<file path="src/rtl/memory_write_first.sv">
// Single-port synchronous RAM, write-first: a write edge also drives the new data onto dout.
// One-cycle registered read; reset clears only the output register, never the array.
module memory_write_first #(
  parameter int DATA_WIDTH    = 32,
  parameter int ADDRESS_WIDTH = 4
) (
  input  logic                     clk,
  input  logic                     rst,
  input  logic                     we,
  input  logic [ADDRESS_WIDTH-1:0] addr,
  input  logic [DATA_WIDTH-1:0]    din,
  output logic [DATA_WIDTH-1:0]    dout
);

  localparam int DEPTH = 2 ** ADDRESS_WIDTH;

  // Name is fixed: enclosing modules preload it hierarchically.
  logic [DATA_WIDTH-1:0] mem [0:DEPTH-1];

  logic [DATA_WIDTH-1:0] dout_reg;

  // Memory write is kept outside the reset branch so a write during reset still commits.
  always_ff @(posedge clk) begin
    if (we) begin
      mem[addr] <= din;
    end
  end

  always_ff @(posedge clk) begin
    if (rst) begin
      dout_reg <= '0;
    end else if (we) begin
      dout_reg <= din;
    end else begin
      dout_reg <= mem[addr];
    end
  end

  assign dout = dout_reg;

endmodule

</file>
<file path="config.mk">
export PLATFORM = sky130hd
export DESIGN_NAME = memory_write_first
export DESIGN_NICKNAME = d
export VERILOG_FILES = /design/src/rtl/memory_write_first.sv
export SDC_FILE = /design/constraint.sdc
export NUM_CORES = 1
export LEC_CHECK = 0
export ABC_AREA = 1
export BUFFER_PORTS_ARGS = -buffer_cell sky130_fd_sc_hd__buf_2
export CAP_MARGIN = 20
export CORE_ASPECT_RATIO = 0.75
export CORE_UTILIZATION = 55
export DETAILED_ROUTE_END_ITERATION = 16
export GPL_ROUTABILITY_DRIVEN = 0
export GPL_TIMING_DRIVEN = 0
export PLACE_DENSITY = 0.72
export SYNTH_ARGS = -nofsm -noshare
export SYNTH_HDL_FRONTEND = slang
export SYNTH_SLANG_ARGS = --single-unit
</file>
<file path="constraint.sdc">
create_clock -name clk -period 6.55 [get_ports clk]
set_clock_uncertainty 0.05 [all_clocks]
set_input_delay 0.3275 -clock clk [delete_from_list [all_inputs] [get_ports clk]]
set_output_delay 0.3275 -clock clk [all_outputs]
set_load 0.01 [all_outputs]
</file>
==> flow_metrics.py <==
metrics = {
    "status": {
        "status": "finished, final reports clean",
    },
    "yosys": {
        "post_synth_num_cell_types": 15,
        "ys_warn_count": 0,
        "yosysTopAreaCellShare_pct": 69.8,
        "syn_nets": 2042,
        "synth_edf_count": 512,
        "yosys-top-cells-count": "nand2_1 (1025), edfxtp_1 (512), nand3_1 (164), nor2_1 (83), buf_2 (54)",
        "ys_ff_latch": 544,
        "netlist_area_um2": 22000,
        "synth_top_cell_by_area": "edfxtp_1",
        "synth_async_sr_flop_share_pct": 0,
        "seq_area_frac_synth_pct": 72.7,
        "ys.flop_type": "edfxtp_1",
        "synthTopCellsByArea": "edfxtp_1 (70%), nand2_1 (17%), nand3_1 (3.7%), dfxtp_1 (2.9%), nor2_1 (1.4%)",
        "postSynthCellCount": 2003,
        "syn_area_per_cell_um2": 11.0,
        "synth.most_common_cell": "nand2_1",
    },
    "routing": {
        "wl_um": 60800,
        "drtIter0Drc": 1885,
        "drtAntennaViolNets": 0,
        "drt-pass1-iter-count": 6,
        "routed_via_density": 5.76,
        "wl_per_cell_um": 22.5,
        "via_count": 15600,
        "drc": 0,
    },
    "sta": {
        "fmax_ghz": 0.346,
        "period_minus_slack_ns": 2.89,
        "final-setup-viol-count": 0,
        "drv_slew": 0,
        "rsz0062_at_grt": "no",
        "tightest_slew_ns": 1.12,
        "whs_ns": 0.0796,
        "finalCritPeriodShare_pct": 44.2,
        "slew_headroom_pct": 25.2,
        "hold_viol_final": 0,
        "setup_tns_ns": 0,
    },
    "critical_path": {
        "required_ns": 6.77,
        "cp_max_fo": 22,
        "critical_path_class": "in -> reg",
        "start_kind": "input port",
        "crit_arrival_ns": 3.11,
        "cpPeakStageDelay_ns": 0.83,
        "critPathSlowestCell": "clkbuf_1",
        "crit_path_cell_trace": "buf_2, nor2_1, clkbuf_1, inv_1, nor2_4, buf_12",
        "endpoint_kind": "flop",
    },
    "final_layout": {
        "area_growth_pct": 14.5,
        "nNetsFinal": 2180,
        "drive_above_1_share_pct": 11.6,
        "largest_reg_flops": 512,
    },
    "clocking": {
        "cts_inserted_buffers": 50,
        "clk_path_buf_depth": 3,
        "cts_max_level": 2,
        "path_clk_slew_ns": 0.06,
        "clockRootBuffer": "clkbuf_16",
        "postCtsSetupBuffers": 0,
        "cts_hold_buf": 0,
        "cts.sinks": 544,
        "tritoncts": "yes",
        "insertion_delay_ns": 0.59,
        "cts_resized": 0,
    },
    "grt": {
        "grt_use_total_pct": 30.2,
        "antenna_found_initial": 2,
        "grt_max_degree": 25,
        "overflow": 0,
        "grt_pass1_wl_um": 89600,
        "grt_pass1_vias": 14500,
    },
    "power": {
        "p_int_w": 0.00569,
        "comb_power_share_pct": 7.2,
        "ir_drop_mv": 0.237,
        "p_clk_share_pct": 39.8,
        "swShare_pct": 22.6,
        "p_switching_w": 0.00166,
        "power_w": 0.00735,
        "power.density_nw_per_um2": 292,
        "p_seq_share_pct": 53.1,
        "power_leakage_nw": 9.97,
    },
    "placed_design": {
        "hpwl_um": 38400,
        "port_buffers": 68,
    },
    "floorplanning": {
        "fp.dieW_um": 233,
        "start_util_pct": 55.8,
        "boundaryPins": 71,
        "die_h_um": 175,
        "placementRows": 63,
        "fp.coreArea_um2": 39500,
        "die-area_um2": 40900,
    },
    "job": {
        "drv_cap": 0,
    },
    "worst_hold_path": {
        "hold_path.class": "in -> reg",
    },
}
==> power groups by stage <==
stage                     combinational (W)  clock (W)  sequential (W)
after floorplan                    0.000270          0         0.00398
after global placement             0.000483          0         0.00398
after detailed placement           0.000512          0         0.00397
after CTS                          0.000516    0.00293         0.00390
after global routing               0.000570    0.00306         0.00391
final                              0.000526    0.00292         0.00390
==> cells in the final DEF (no fill, tap or decap), drive strengths merged <==
cell      count
diode         1
clkbuf      101
nand3       164
nand4        32
edfxtp      512
dfxtp        32
bufinv        3
nor2         83
inv          10
o21ai        32
clkinvlp      2
nand2      1025
clkinv       17
buf         169
==> cells by family (layout without fill, tap and decap cells) <==
logic type | after synthesis | count (layout) | synth area share (%)
compound gates | 32 | 32 | 0.727
buf+inv | 123 | 302 | 3.02
flops | 544 | 544 | 72.7
other cells | 0 | 1 | 0
simple gates | 1304 | 1304 | 23.5
==> layout make-up <==
type | instances | area (µm²)
buffer | 113 | 623
antenna | 1 | 2.50
fill | 2898 | 14300
multi-input combinational | 1336 | 5460
timing repair buffer | 86 | 776
sequential | 544 | 16000
tap | 520 | 651
inverter | 10 | 42.5
clock inverter | 22 | 178
clock buffer | 71 | 1460
==> per-stage QoR <==
step           setup WS, ns  utilization [%]  cells  area [µm²]
2_1_floorplan          3.66                -   2003       22000
3_3_place_gp          0.886             58.3   2591       23000
3_5_place_dp           3.18             59.7   2609       23600
4_1_cts                3.76             63.8   2702       25200
5_1_grt                3.65             63.8   2702       25200
6_report               3.66             63.8   2703       25200
==> layer usage <==
metal	track usage, %	vias up	part of all wire (%)
li1	-	7018	-
met1	43.6	7377	40
met2	44.3	999	43
met3	7.29	166	13
met4	12.1	2	4.0
met5	1.08	-	0.094
==> worst max-delay path, delay by kind of cell <==
kind / cells / cell delay [ns]
buffers and inverters: 4 / 1.68
and+or+nand+nor: 2 / 1.08
==> final timing paths <==
kind	to	cells after the start	startpoint	slack (ns)
max	mem[0][9]	6	addr[2]	3.66
min	mem[6][16]	1	din[16]	0.08
max reg2reg	dout[22]	8	mem[15][22]	5.36
min reg2reg	dout[4]	6	mem[12][4]	0.71
Power figures use the tool's default switching activity.
